<file path="src/rtl/multiplier_pkg.sv">
// Shared definitions for the iterative shift-and-add multiplier:
// FSM state encoding and the iteration-counter width helper.
package multiplier_pkg;

    typedef enum logic [1:0] {
        ST_IDLE = 2'd0,
        ST_BUSY = 2'd1,
        ST_DONE = 2'd2
    } state_t;

    // Width of a counter that has to reach bits-1.
    function automatic int count_width(input int bits);
        return (bits <= 2) ? 1 : $clog2(bits);
    endfunction

endpackage

</file>
<file path="src/rtl/seq_multiplier_mag_negate.sv">
// Conditional two's-complement negate. Used to take |operand| at load time
// and to restore the sign of the finished product.
module mag_negate #(
    parameter int WIDTH = 8
) (
    input  logic [WIDTH-1:0] i_value,
    input  logic             i_negate,
    output logic [WIDTH-1:0] o_value
);

    // ~x+1 wraps zero back to zero, so a negated zero stays zero.
    assign o_value = i_negate ? (~i_value + WIDTH'(1)) : i_value;

endmodule

</file>
<file path="src/rtl/seq_multiplier.sv">
// Iterative shift-and-add multiplier: one multiplier bit per cycle, LSB first,
// BITS busy cycles plus one DONE cycle per product. Signed mode works on
// magnitudes and re-applies the product sign when the result is loaded.
module seq_multiplier
    import multiplier_pkg::*;
#(
    parameter int BITS   = 8,
    parameter int SIGNED = 0
) (
    input  logic              i_clock,
    input  logic              i_reset,
    input  logic              i_start,
    input  logic [BITS-1:0]   i_multiplier,
    input  logic [BITS-1:0]   i_multiplicand,
    output logic              o_busy,
    output logic              o_finished,
    output logic [2*BITS-1:0] o_product
);

    localparam int CW = count_width(BITS);

    state_t            r_state;
    state_t            w_next_state;
    logic [BITS-1:0]   r_mplier;
    logic [2*BITS-1:0] r_mcand;
    logic [2*BITS-1:0] r_acc;
    logic              r_sign;
    logic [CW-1:0]     r_count;
    logic [2*BITS-1:0] r_product;

    logic              w_accept;
    logic              w_last;
    logic              w_neg_a;
    logic              w_neg_b;
    logic [BITS-1:0]   w_mag_a;
    logic [BITS-1:0]   w_mag_b;
    logic [2*BITS-1:0] w_acc_next;
    logic [2*BITS-1:0] w_result;

    // A start is only honoured when no multiply is in flight.
    assign w_accept = i_start && ((r_state == ST_IDLE) || (r_state == ST_DONE));
    assign w_last   = (r_state == ST_BUSY) && (r_count == CW'(BITS - 1));

    // Sign bits only matter in signed mode; unsigned mode latches operands as-is.
    assign w_neg_a  = (SIGNED != 0) && i_multiplier[BITS-1];
    assign w_neg_b  = (SIGNED != 0) && i_multiplicand[BITS-1];

    // The accumulator is 2*BITS wide, so this sum can never overflow.
    assign w_acc_next = r_acc + (r_mplier[0] ? r_mcand : '0);

    mag_negate #(.WIDTH(BITS)) u_abs_a (
        .i_value  (i_multiplier),
        .i_negate (w_neg_a),
        .o_value  (w_mag_a)
    );

    mag_negate #(.WIDTH(BITS)) u_abs_b (
        .i_value  (i_multiplicand),
        .i_negate (w_neg_b),
        .o_value  (w_mag_b)
    );

    mag_negate #(.WIDTH(2*BITS)) u_result (
        .i_value  (w_acc_next),
        .i_negate (r_sign),
        .o_value  (w_result)
    );

    // State register.
    always_ff @(posedge i_clock) begin
        if (i_reset) begin
            r_state <= ST_IDLE;
        end else begin
            r_state <= w_next_state;
        end
    end

    // Next-state logic: DONE lasts one cycle and can chain straight into BUSY.
    always_comb begin
        w_next_state = r_state;
        case (r_state)
            ST_IDLE: if (i_start) w_next_state = ST_BUSY;
            ST_BUSY: if (w_last)  w_next_state = ST_DONE;
            ST_DONE: w_next_state = i_start ? ST_BUSY : ST_IDLE;
            default: w_next_state = ST_IDLE;
        endcase
    end

    // Handshake outputs decoded from the current state.
    always_comb begin
        o_busy     = (r_state == ST_BUSY);
        o_finished = (r_state == ST_DONE);
    end

    // Datapath: load magnitudes on accept, one shift-and-add step per busy cycle.
    always_ff @(posedge i_clock) begin
        if (i_reset) begin
            r_mplier  <= '0;
            r_mcand   <= '0;
            r_acc     <= '0;
            r_sign    <= 1'b0;
            r_count   <= '0;
            r_product <= '0;
        end else if (w_accept) begin
            r_mplier <= w_mag_a;
            r_mcand  <= {{BITS{1'b0}}, w_mag_b};
            r_acc    <= '0;
            r_sign   <= w_neg_a ^ w_neg_b;
            r_count  <= '0;
        end else if (r_state == ST_BUSY) begin
            r_acc    <= w_acc_next;
            r_mcand  <= r_mcand << 1;
            r_mplier <= r_mplier >> 1;
            r_count  <= r_count + CW'(1);
            if (w_last) begin
                r_product <= w_result;
            end
        end
    end

    assign o_product = r_product;

endmodule

</file>
<file path="config.mk">
export PLATFORM = sky130hd
export DESIGN_NAME = seq_multiplier
export DESIGN_NICKNAME = d
export VERILOG_FILES = /design/src/rtl/multiplier_pkg.sv /design/src/rtl/seq_multiplier_mag_negate.sv /design/src/rtl/seq_multiplier.sv
export SDC_FILE = /design/constraint.sdc
export NUM_CORES = 1
export LEC_CHECK = 0
export ABC_AREA = 1
export CORE_UTILIZATION = 61
export CTS_CLUSTER_DIAMETER = 80
export CTS_CLUSTER_SIZE = 16
export DETAILED_ROUTE_END_ITERATION = 10
export GPL_ROUTABILITY_DRIVEN = 0
export PLACE_DENSITY_LB_ADDON = 0.3
export SLEW_MARGIN = 20
export SYNTH_ARGS = -nofsm -noshare
export SYNTH_HDL_FRONTEND = slang
export SYNTH_SLANG_ARGS = --single-unit
</file>
<file path="constraint.sdc">
create_clock -name i_clock -period 3.1 [get_ports i_clock]
set_input_delay 0.62 -clock i_clock [delete_from_list [all_inputs] [get_ports i_clock]]
set_output_delay 0.62 -clock i_clock [all_outputs]
set_load 0.02 [all_outputs]
</file>
Yosys cells after proc, flatten, opt, wreduce, memory -nomap -nowiden
Cells that the tools add are included.
{ "totals": {"reg_bits": 61, "latchBits": 0, "mem_bits_rw": 0, "mem_bits_ro": 0, "in_bits": 19, "output_inout_bits": 18, "elab_cells": 32, "mem_count": 0} }
{ "classes": {"add_sub_neg": 2, "n_mul": 0, "n_div": 0, "magnitude_cmp": 0, "n_eq_ne": 5, "n_shift": 0, "mux": 9, "bitwise_logic": 1, "n_reduce_logical": 8} }
{ "ops": {"columns": ["op", "count"], "rows": [
  ["8-bit 2-to-1 mux", 4],
  ["16-bit adder", 1],
  ["16-bit 2-to-1 mux", 1],
  ["2-bit one-hot mux with 3 select lines", 1],
  ["2-bit 2-to-1 mux", 2],
  ["3-bit by 1-bit adder with 3-bit output, second input constant", 1],
  ["3-bit == test, second input constant", 1],
  ["3-bit AND reduction", 1],
  ["2-bit by 1-bit == test with 1-bit output, second input constant", 1],
  ["2-bit == test, second input constant", 1],
  ["1-bit logical AND", 2],
  ["2-bit zero test", 1],
  ["2-bit by 1-bit != test with 1-bit output, second input constant", 1],
  ["2-bit != test, second input constant", 1],
  ["2-bit AND reduction", 1],
  ["2-bit nonzero test", 1],
  ["2-bit OR reduction", 1],
  ["1-bit logical OR", 1],
  ["1-bit 2-to-1 mux", 1],
  ["1-bit NOT", 1]
]} }

Depth between registers and ports, before layout
Gate-level depths: netlist of run 1.
{ "depth": {"ltp_word": 5, "ltp_mapped": 16, "depth_no_buf": 14} }

By module
From an unflattened synthesis of run 1, not the netlist that was laid out.
{ "unflattened": {"cells_unflattened": 684, "hier_area_um2": 4339.2} }
{ "by_module_without_submodules": {"columns": ["module", "instances", "cells_each", "area_per_inst_um2", "seq_area_each_um2"], "rows": [
  ["seq_multiplier", 1, 512, 3473.3, 1221.2],
  ["mag_negate (u_result)", 1, 94, 475.5, 0.0],
  ["mag_negate (u_abs_a ...)", 2, 39, 195.2, 0.0]
]} }

Worst setup path after synthesis of run 1
OpenSTA, ideal clock, no wires.
{ "synth_timing": {"path_kind": "register to register", "from": "register r_mplier[0]", "to": "register r_product[8], in the netlist o_product[8]", "setup_ns": 0.135, "arrival_ns": 1.933, "required_ns": 2.965, "setup_slack_ns": 1.032, "path_stages_with_launch": 14, "n_path_buf": 2, "cell_sequence": "dfxtp_1 > buf_2 > clkbuf_1 > nand2_1 > inv_1 > ha_1 > fa_1 > nand3_1 > nand2_1 > nand2_1 > nand2_1 > or2_0 > nand3_1 > a21oi_1"} }
{ "synth_via": {"elab_chain_len": 2} }
{ "synth_rtl": {"columns": ["item", "line", "rtl"], "rows": [
  ["from (decl)", "seq_multiplier.sv:24", "logic [BITS-1:0] r_mplier;"],
  ["from (signal assigned)", "seq_multiplier.sv:105", "r_mplier <= w_mag_a;"],
  ["from (signal assigned)", "seq_multiplier.sv:113", "r_mplier <= r_mplier >> 1;"],
  ["16-bit 2-to-1 mux", "seq_multiplier.sv:49", "assign w_acc_next = r_acc + (r_mplier[0] ? r_mcand : '0);"],
  ["16-bit adder", "seq_multiplier.sv:49", null],
  ["to (signal assigned)", "seq_multiplier.sv:116", "r_product <= w_result;"],
  ["to (decl)", "seq_multiplier.sv:29", "logic [2*BITS-1:0] r_product;"]
]} }
Every way passes these cells.
A chain may end at the register's enable or synchronous reset.

Final worst setup path of run 1
{ "layout_timing": {"from": "register r_state[0]", "to": "output o_busy"} }
{ "layout_via": {"elab_chain_len": 1} }
{ "layout_rtl": {"columns": ["item", "line", "rtl"], "rows": [
  ["from (decl)", "seq_multiplier.sv:22", "state_t r_state;"],
  ["from (signal assigned)", "seq_multiplier.sv:74", "r_state <= w_next_state;"],
  ["2-bit by 1-bit == test with 1-bit output", "seq_multiplier.sv:91", "o_busy = (r_state == ST_BUSY);"],
  ["to (decl)", "seq_multiplier.sv:15", "output logic o_busy,"]
]} }
Every way passes these cells.

==> summary.txt, run 1 <==
Critical path
  – Crit-path cells: nand2_4 -> inv_4 -> clkdlybuf4s50_1
  – Element type at the critical path end: output port
  – Crit path from: r_state[0]
  – Critical-path maximum fanout: 22
  – Reg2reg start: r_mplier[0]
  – CP max stage cell: clkdlybuf4s50_1
  – CP arrival: 1.77 ns
  – Crit Path Category: reg -> out
  – CP delay by family, top: buffers and inverters
  – Buf+Inv Stages, Crit Path: 2
  – CP Launch Type: register
  – Max incr delay on CP: 0.61 ns
  – Required @ worst endpoint: 2.48 ns

Global routing
  – Largest net degree at the start of global routing: 49
  – Global-route wire length before repair: 13.54 mm
  – Initial antenna violation count: 0
  – Grt ovf: 0
  – All-Layer GR Usage: 0.2866
  – Vias in the first global route: 3035

Die
  – Row Count: 27
  – Core area: 5540 µm²
  – Die Y-Extent: 78.18 µm
  – Ports: 37
  – Full die area: 6111 µm²
  – Initial core utilization: 0.6389
  – DIE WIDTH: 78.18 µm

STA
  – RSZ-0062 raised after global routing: false
  – Final worst-path cycle share: 0.7699
  – Final setup fails: 0
  – Fin Setup TNS: 0 ns
  – Fmax: 0.4190 GHz
  – Final hold violation count: 0
  – Fin. max-slew vios: 0
  – Slew @ Worst Pin: 0.7021 ns
  – Worst-case clock skew: 0.008102 ns
  – Min Tclk post-route: 2.387 ns
  – Max-slew headroom: 0.5314

Synthesis
  – Sequential fraction of the synthesis area: 0.3450
  – Largest area contributor in the netlist: dfxtp_1
  – Post-synthesis register bit count: 61
  – Yosys warnings: 0
  – EDFF count, synth: 0
  – Top cell type's share of synthesized area: 0.3450
  – Synthesized instance count: 505
  – Synth cell types: 42
  – Ys async rst share: 0
  – Synth Cell Area: 3540 µm²
  – Syn_nets: 542
  – Synth top area cells: dfxtp_1 34%, nand2_1 15%, inv_1 9.5%
  – Top_reg_cell synth: dfxtp_1
  – Syn_area_per_cell: 7.009 µm²

CTS
  – Post-CTS Repair Setup Buffers: 0
  – CTS tree: built
  – CTS Hold Bufs: 0
  – Skew-Pair Late Insertion Delay: 0.35 ns
  – CTS max path bufs: 2
  – CTS clk-pin slew, worst paths: 0.07 ns
  – CTS Sinks: 61
  – Root buffer cell: clkbuf_8
  – CTS buffer count: 9
  – Post_cts resized: 0
  – H-Tree Depth: 3

Final layout
  – Commonest non-fill, non-tap cell in the layout: nand2_1
  – Fin cells: 613
  – FILL cells: 445
  – Antenna cells: 0
  – Most frequent cells in the layout: 138 x nand2_1, 90 x inv_1, 61 x dfxtp_1
  – Layout cells sized above 1: 0.07763
  – Reg area: 1221 µm²
  – Area of the multi-input gates: 1804 µm²
  – Final Net Count: 573
  – P&R area growth vs syn: 15.48%

Flow run
  – Max Cap Viol: 0

Drt
  – Routed wl met3: 438 µm
  – Vias per inst: 5.210
  – DRT Pass-1 Iters: 4
  – Via Count: 3194
  – Metal-1 WL: 3.682 mm
  – Met2 wire len: 3.707 mm
  – Avg WL per Cell: 12.98 µm
  – Uppermost layer routed: met4
  – DRC Markers: 0
  – Post-DRT Antenna Nets: 0
  – Wirelength, routed: 7.958 mm
  – Drt initial violations: 252

Hold path
  – Hold WC Path Type: reg -> reg
  – Worst hold start: o_product[4]

Placed design
  – Number of buffers added on ports: 36
  – Placed cells: 597
  – Post-DP HPWL: 5.523 mm

Power and ir drop
  – Worst VDD drop: 0.3601 mV
  – Leakage Power: 0.002094 µW
  – PD cells: 463.7 nW/µm²
  – Power Total: 1896 µW

Status
  – Status: completed
## sequential cells by signal, summed over array words and instances, names as in the netlist
register,count
r_count,3
r_mcand,16
r_state,2
r_acc,16
r_mplier,8
o_product,16
## kinds of logic after synthesis
logic type	Yosys count	synth area share
and+or+nand+nor	228	0.2761
buffers and inverters	114	0.1453
adders and majority gates	18	0.06575
AOI/OAI and AO/OA	76	0.1460
DFF	61	0.3450
xor gates and xnor gates	8	0.02192
## worst register-to-register path, stage by stage (launching register included)
cell	delay [ns]
dfxtp_1	0.67
nand2_1	0.10
inv_1	0.09
ha_1	0.29
nand2_1	0.11
inv_1	0.07
a21oi_1	0.18
nand2_2	0.11
nand2_1	0.17
nand2_1	0.07
nand2_1	0.08
nand3_1	0.07
nand2_1	0.07
inv_1	0.03
## layout make-up
cell class / instances / area share
multi-input combinational: 330 / 0.4414
timing repair buffer: 38 / 0.09183
tap: 72 / 0.02204
sequential: 61 / 0.2987
inverter: 96 / 0.09060
clock buffer: 13 / 0.03887
clock inverter: 3 / 0.01653
## power breakdown
| part | switching, µW | internal [µW] |
|---|---|---|
| Clock | 321 | 498 |
| Sequential | 25.7 | 818 |
| Combinational | 145 | 87.9 |
| Total | 492 | 1400 |
## final timing paths
kind | to | slack [ns] | cells after the start
max reg2reg | o_product[15] | 0.89 | 13
min reg2reg | o_product[4] | 0.47 | 2
max | o_busy | 0.71 | 3
min | o_product[4] | 0.47 | 2
## Yosys cell counts (5+ instances only)
cell and n:
o21a_1 7, buf_6 5, nand2_1 138, dfxtp_1 61
inv_1 90, o21ai_1 5, xor2_1 5, o21ai_0 17
nor2_1 45, nand3_1 29, a221oi_2 5, a21oi_1 24
ha_1 17
## metal layers
| layer | track usage | up-vias |
|---|---|---|
| met2 | 0.4693 | 78 |
| met1 | 0.3678 | 1467 |
| met3 | 0.04651 | 10 |
| met4 | 0.1352 | 0 |
| li1 | - | 1639 |
| met5 | 0 | - |
## stage by stage
step	setup WS, ns	utilization	hold WS (ns)	cell area (µm²)
floorplan	1.032	-	0.4437	3540
detailed placement	0.9232	0.6969	0.4574	3861
finish	0.7132	0.7378	0.4667	4088
global placement	0.9683	0.6969	0.4518	3861
CTS	0.6937	0.7378	0.4673	4088
global route	0.6349	0.7378	0.4983	4088
(Power assumes the default switching activity.)
==> run 2, diff against run 1 <==
--- a/config.mk
+++ b/config.mk
@@ -6,7 +6,7 @@
 export NUM_CORES = 1
 export LEC_CHECK = 0
 export ABC_AREA = 1
-export CORE_UTILIZATION = 61
+export CORE_UTILIZATION = 57
 export CTS_CLUSTER_DIAMETER = 80
 export CTS_CLUSTER_SIZE = 16
 export DETAILED_ROUTE_END_ITERATION = 10
==> constraint.sdc (replaced) <==
create_clock -name i_clock -period 2.25 [get_ports i_clock]
set_input_delay 0.45 -clock i_clock [delete_from_list [all_inputs] [get_ports i_clock]]
set_output_delay 0.45 -clock i_clock [all_outputs]
set_load 0.02 [all_outputs]
==> run 2 against run 1 <==
  * Final cell count increased by 1.1%
  * Critical path depth unchanged
  * Setup slack got worse by 0.56 ns
  * Wire length decreased by 0.75%
  * Flip-flop and latch count unchanged
  * Die area increased by 6.8%
  * Critical path type unchanged
  * Critical endpoint unchanged
==> summary.txt, run 2 (synthesis results as in run 1) <==
Final layout
  – Final core occ: 0.6943 (-0.04348)
  – Antenna cells: 0 (unchanged)
  – Commonest non-fill, non-tap cell in the layout: nand2_1
  – Layout cells sized above 1: 0.08991 (+0.01227)
  – FILL cells: 510 (+15%)
  – P&R area growth vs syn: 16.83%
  – Final Net Count: 578 (+0.87%)
  – Most frequent cells in the layout: 138 x nand2_1, 90 x inv_1, 60 x dfxtp_1

CTS
  – Skew-Pair Late Insertion Delay: 0.36 ns (about the same)
  – CTS clk-pin slew, worst paths: 0.07 ns (about the same)
  – Root buffer cell: clkbuf_8
  – CTS Sinks: 61 (unchanged)
  – CTS buffer count: 9 (unchanged)
  – CTS Hold Bufs: 0 (unchanged)
  – CTS max path bufs: 2 (unchanged)
  – H-Tree Depth: 3 (unchanged)
  – CTS tree: built

STA
  – Fin. max-slew vios: 0 (unchanged)
  – Worst Hold Slack: 0.4624 ns (-0.004300 ns)
  – Worst-case clock skew: 0.01179 ns (+0.003685 ns)
  – Final worst-path cycle share: 0.9335
  – Fmax: 0.4761 GHz
  – Fin Setup TNS: 0 ns (unchanged)
  – Final setup fails: 0 (unchanged)
  – Slew @ Worst Pin: 0.5263 ns (-0.1758 ns)
  – Min Tclk post-route: 2.100 ns
  – Max-slew headroom: 0.6492 (+0.1177)
  – Final hold violation count: 0 (unchanged)
  – RSZ-0062 raised after global routing: false

Drt
  – Wirelength, routed: 7.898 mm (-0.75%)
  – Avg WL per Cell: 12.74 µm (-1.9%)
  – Drt initial violations: 281 (+12%)
  – Vias per inst: 5.113 (-1.9%)
  – Via Count: 3170 (-0.75%)
  – DRT Pass-1 Iters: 5 (+1)
  – DRC Markers: 0 (unchanged)
  – Post-DRT Antenna Nets: 0 (unchanged)

Die
  – Ports: 37 (unchanged)
  – Die Y-Extent: 80.80 µm (+3.4%)
  – DIE WIDTH: 80.80 µm (+3.4%)
  – Row Count: 28 (+3.7%)
  – Core area: 5956 µm² (+7.5%)
  – Full die area: 6529 µm² (+6.8%)
  – Initial core utilization: 0.5943 (-0.04456)

Critical path
  – Flop-to-flop setup slack: 0.24 ns (-0.65 ns)
  – Critical-path maximum fanout: 13 (-41%)
  – CP Launch Type: register
  – CP max stage cell: clkdlybuf4s50_1
  – Element type at the critical path end: output port
  – CP arrival: 1.65 ns (-0.12 ns)
  – Crit Path Category: reg -> out
  – Reg2reg start: r_mplier[0]
  – Max incr delay on CP: 0.59 ns (-0.02 ns)
  – Crit path from: r_state[0]
  – Required @ worst endpoint: 1.80 ns (-0.68 ns)
  – Crit-path cells: nand2_4 -> inv_4 -> clkdlybuf4s50_1
  – R2R Path End: r_acc[14]
  – Reg2Reg Depth: 14 (+1)

Global routing
  – Largest net degree at the start of global routing: 49 (unchanged)
  – Initial antenna violation count: 0 (unchanged)
  – Grt ovf: 0 (unchanged)
  – Vias in the first global route: 2936 (-3.3%)
  – Global-route wire length before repair: 13.12 mm (-3.1%)
  – All-Layer GR Usage: 0.2671 (-0.01954)

Hold path
  – Worst hold start: o_product[2]
  – Hold path cells: 2 (unchanged)
  – Worst hold endpoint: o_product[2]
  – Hold WC Path Type: reg -> reg

Status
  – Status: completed

Flow run
  – Max Cap Viol: 0 (unchanged)

Placed design
  – Number of buffers added on ports: 36 (unchanged)
  – Post-DP HPWL: 5.757 mm (+4.2%)

Power and ir drop
  – PD cells: 624.4 nW/µm² (+35%)
  – Leakage Power: 0.002116 µW (+1.1%)
  – Worst VDD drop: 0.5939 mV (+65%)
## run 2: cell types whose count changed in the layout (fill, tap and decap cells not counted)
cell / change
clkbuf_1: -1
clkinv_2: +1
buf_4: +4
buf_12: +1
fa_2: +1
fa_1: -1
clkbuf_8: -1
dfxtp_4: +1
dfxtp_1: -1
## run 2: report_power, final
group | internal [µW] | switching [µW] | leakage, µW | total (µW)
logic | 132 | 200 | 0.00151 | 332
registers | 1130 | 35.7 | 0.000497 | 1160
clock network | 646 | 441 | 0.000105 | 1090
total | 1910 | 677 | 0.00212 | 2580
## run 2: cell type report
type	count	area (µm²)	share of cell area
Clock buffer	11	141.4	0.03419
Clock inverter	4	72.57	0.01755
Inverter	96	370.4	0.08956
Multi-Input combinational cell	330	1807	0.4369
Sequential cell	61	1225	0.2962
Tap cell	75	93.84	0.02269
Timing Repair Buffer	43	425.4	0.1029
## run 2: worst max-delay path by stage
| stage | endpoint | depth (start not counted) |
|---|---|---|
| 2_1_floorplan | o_product[8] | 13 |
| 3_3_place_gp | o_product[14] | 14 |
| 3_5_place_dp | o_product[14] | 14 |
| 4_1_cts | r_acc[12] | 14 |
| 5_1_grt | r_acc[14] | 14 |
| 6_report | o_busy | 3 |
## run 2: critical path: cells and delay by family, from the launching register on
family,cells,cell delay (ns)
buffers and inverters,2,0.67
DFF,1,0.44
and+or+nand+nor,1,0.18
## run 2: through the flow
| stage | instance area [µm²] | power, µW | worst slack [ns] | std cells |
|---|---|---|---|---|
| floorplan | 3540 | 1433 | 0.1818 | 505 |
| global placement | 3915 | 1504 | 0.1390 | 605 |
| detailed placement | 3915 | 1515 | 0.08174 | 605 |
| CTS | 4129 | 2589 | 0.01900 | 620 |
| global route | 4135 | 2679 | 0.06836 | 620 |
| finish | 4135 | 2582 | 0.1497 | 620 |
## run 2: metal layers
layer / up-vias / track usage / routed length, µm
met1: 1438 / 0.3426 / 3713
met2: 71 / 0.4445 / 3699
li1: 1650 / - / -
met5: - / 0 / 0
met4: 0 / 0.08571 / 99
met3: 11 / 0.05730 / 386
## run 2: timing repair
item                       in CTS  in global routing
setup endpoints to repair       0                 20
buffers inserted                0                  0
gates resized for setup         0                  3
==> run 3, diff against run 2 <==
--- a/config.mk
+++ b/config.mk
@@ -11,6 +11,7 @@
 export CTS_CLUSTER_SIZE = 16
 export DETAILED_ROUTE_END_ITERATION = 10
 export GPL_ROUTABILITY_DRIVEN = 0
+export GPL_TIMING_DRIVEN = 0
 export PLACE_DENSITY_LB_ADDON = 0.3
 export SLEW_MARGIN = 20
 export SYNTH_ARGS = -nofsm -noshare
==> run 3 against run 2 <==
  * Via count is 5.1% higher
  * Combinational power is 13% higher
  * Maximum frequency is 1.5% lower
  * Highest routed layer unchanged
==> summary.txt, run 3 (synthesis results as in run 1) <==
Critical path
  – Critical-path maximum fanout: 10 (-3)
  – Flop-to-flop setup slack: 0.19 ns (-0.05 ns)
  – Crit Path Category: reg -> out
  – Required @ worst endpoint: 1.80 ns (about the same)
  – CP arrival: 1.68 ns (+0.03 ns)
  – Reg2reg start: r_mplier[0]
  – Total stage count of the critical path: 5 (+2)
  – Max incr delay on CP: 0.43 ns (-0.16 ns)
  – Element type at the critical path end: output port
  – Buf+Inv Stages, Crit Path: 4 (+2)
  – CP delay by family, top: buffers and inverters
  – R2R Path End: o_product[10]
  – Reg2Reg Depth: 15 (+1)
  – Worst setup path endpoint: o_busy
  – CP max stage cell: dfxtp_1
  – Crit path from: r_state[0]
  – Crit-path cells: nand2_4 -> inv_4 -> buf_6 -> buf_8 -> dlygate4sd2_1
  – CP Launch Type: register

Flow run
  – Max Cap Viol: 0 (unchanged)

STA
  – Fmax: 0.4688 GHz (-1.5%)
  – Max-slew headroom: 0.5676 (-0.08151)
  – Final worst-path cycle share: 0.9480 (+0.01459)
  – RSZ-0062 raised after global routing: false
  – Slew @ Worst Pin: 0.6485 ns (+0.1223 ns)
  – Fin. max-slew vios: 0 (unchanged)
  – Final setup fails: 0 (unchanged)
  – Final hold violation count: 0 (unchanged)
  – Min Tclk post-route: 2.133 ns (+0.03283 ns)
  – Worst-case clock skew: 0.007890 ns (-0.003898 ns)
  – Fin Setup TNS: 0 ns (unchanged)

Placed design
  – Placed cells: 616 (+1.8%)
  – Number of buffers added on ports: 36 (unchanged)
  – Post-DP HPWL: 6.388 mm (+11%)
  – Area after DPL: 3994 µm² (+2.0%)

CTS
  – CTS clk-pin slew, worst paths: 0.07 ns (about the same)
  – Root buffer cell: clkbuf_8
  – CTS max path bufs: 2 (unchanged)
  – H-Tree Depth: 3 (unchanged)
  – CTS Sinks: 61 (unchanged)
  – Skew-Pair Late Insertion Delay: 0.35 ns (about the same)
  – CTS Hold Bufs: 0 (unchanged)
  – CTS buffer count: 9 (unchanged)
  – CTS tree: built

Power and ir drop
  – Worst VDD drop: 0.4109 mV (-31%)
  – PD cells: 572.5 nW/µm² (-8.3%)
  – Power Total: 2389 µW (-7.5%)
  – Leakage Power: 0.002140 µW (+1.1%)

Drt
  – Wirelength, routed: 8.805 mm (+11%)
  – Avg WL per Cell: 13.95 µm (+9.5%)
  – Drt initial violations: 253 (-10%)
  – DRC Markers: 0 (unchanged)
  – Via Count: 3333 (+5.1%)
  – Post-DRT Antenna Nets: 0 (unchanged)
  – DRT Pass-1 Iters: 5 (unchanged)
  – Vias per inst: 5.282 (+3.3%)

Final layout
  – Post-route cell area: 4173 µm² (+0.91%)
  – Final Net Count: 589 (+1.9%)
  – Most frequent cells in the layout: 136 x nand2_1, 90 x inv_1, 61 x dfxtp_1
  – Layout cells sized above 1: 0.1043 (+0.01441)
  – Fin cells: 631 (+1.8%)
  – Antenna cells: 0 (unchanged)
  – P&R area growth vs syn: 17.89%
  – Commonest non-fill, non-tap cell in the layout: nand2_1

Die
  – Full die area: 6529 µm² (unchanged)
  – Core area: 5956 µm² (unchanged)
  – Ports: 37 (unchanged)
  – Row Count: 28 (unchanged)
  – Die Y-Extent: 80.80 µm (unchanged)
  – DIE WIDTH: 80.80 µm (unchanged)
  – Initial core utilization: 0.5943 (unchanged)

Global routing
  – Grt ovf: 0 (unchanged)
  – Initial antenna violation count: 0 (unchanged)
  – Global-route wire length before repair: 14.61 mm (+11%)
  – Largest net degree at the start of global routing: 18 (-63%)
  – All-Layer GR Usage: 0.2994 (+0.03237)
  – Vias in the first global route: 3188 (+8.6%)

Hold path
  – Hold WC Path Type: reg -> reg

Status
  – Status: completed
[run 3: worst min-delay path by stage]
stage                      start           end  slack [ns]  depth (start not counted)
floorplan            r_mcand[15]   r_mcand[15]        0.44                          2
global placement    o_product[2]  o_product[2]        0.45                          2
detailed placement  o_product[8]  o_product[8]        0.46                          2
CTS                 o_product[8]  o_product[8]        0.46                          2
global route        o_product[4]  o_product[4]        0.48                          2
finish              o_product[8]  o_product[8]        0.47                          2
[run 3: timing repair]
| action | CTS | global route |
|---|---|---|
| setup buffers | 0 | 1 |
| endpoints found under the setup margin | 15 | 13 |
| cloned | 0 | 0 |
| resized for setup | 1 | 5 |
[run 3: worst min-delay path: cells and delay by family, from the launching register on]
family	cells	cell delay (ns)
flip-flops	1	0.31
AND/OR/NAND/NOR	1	0.06
AO/OA/AOI/OAI	1	0.05
[run 3: report_power, final]
part           leakage (µW)  internal (µW)  switching (µW)  total, µW
logic               0.00156            146             229        375
clock network     0.0000812            419             441        861
registers          0.000497           1130            26.0       1150
total               0.00214           1690             696       2390
[run 3: stage by stage]
stage	setup slack, ns	utilization	hold WS (ns)
detailed placement	-0.1756	0.6706	0.4552
CTS	0.0007698	0.6977	0.4649
floorplan	0.1818	-	0.4437
global route	0.01765	0.7006	0.4822
finish	0.1169	0.7006	0.4651
global placement	-0.1285	0.6706	0.4509
[run 3: layer usage]
layer,vias to the layer above,routed length (µm),share of wire,global-route usage
li1,1668,-,-,-
met1,1547,4054,0.46,0.3866
met2,103,4018,0.46,0.4765
met3,15,518,0.059,0.04831
met4,0,214,0.024,0.1625
met5,-,0,0,0
[run 3: cell type report]
type | instances | area (µm²)
buffer | 17 | 142.6
clock buffer | 11 | 141.4
clock inverter | 4 | 25.02
fill | 520 | 1783
inverter | 96 | 370.4
multi-input combinational | 330 | 1812
sequential | 61 | 1221
tap | 75 | 93.84
timing repair buffer | 37 | 366.6
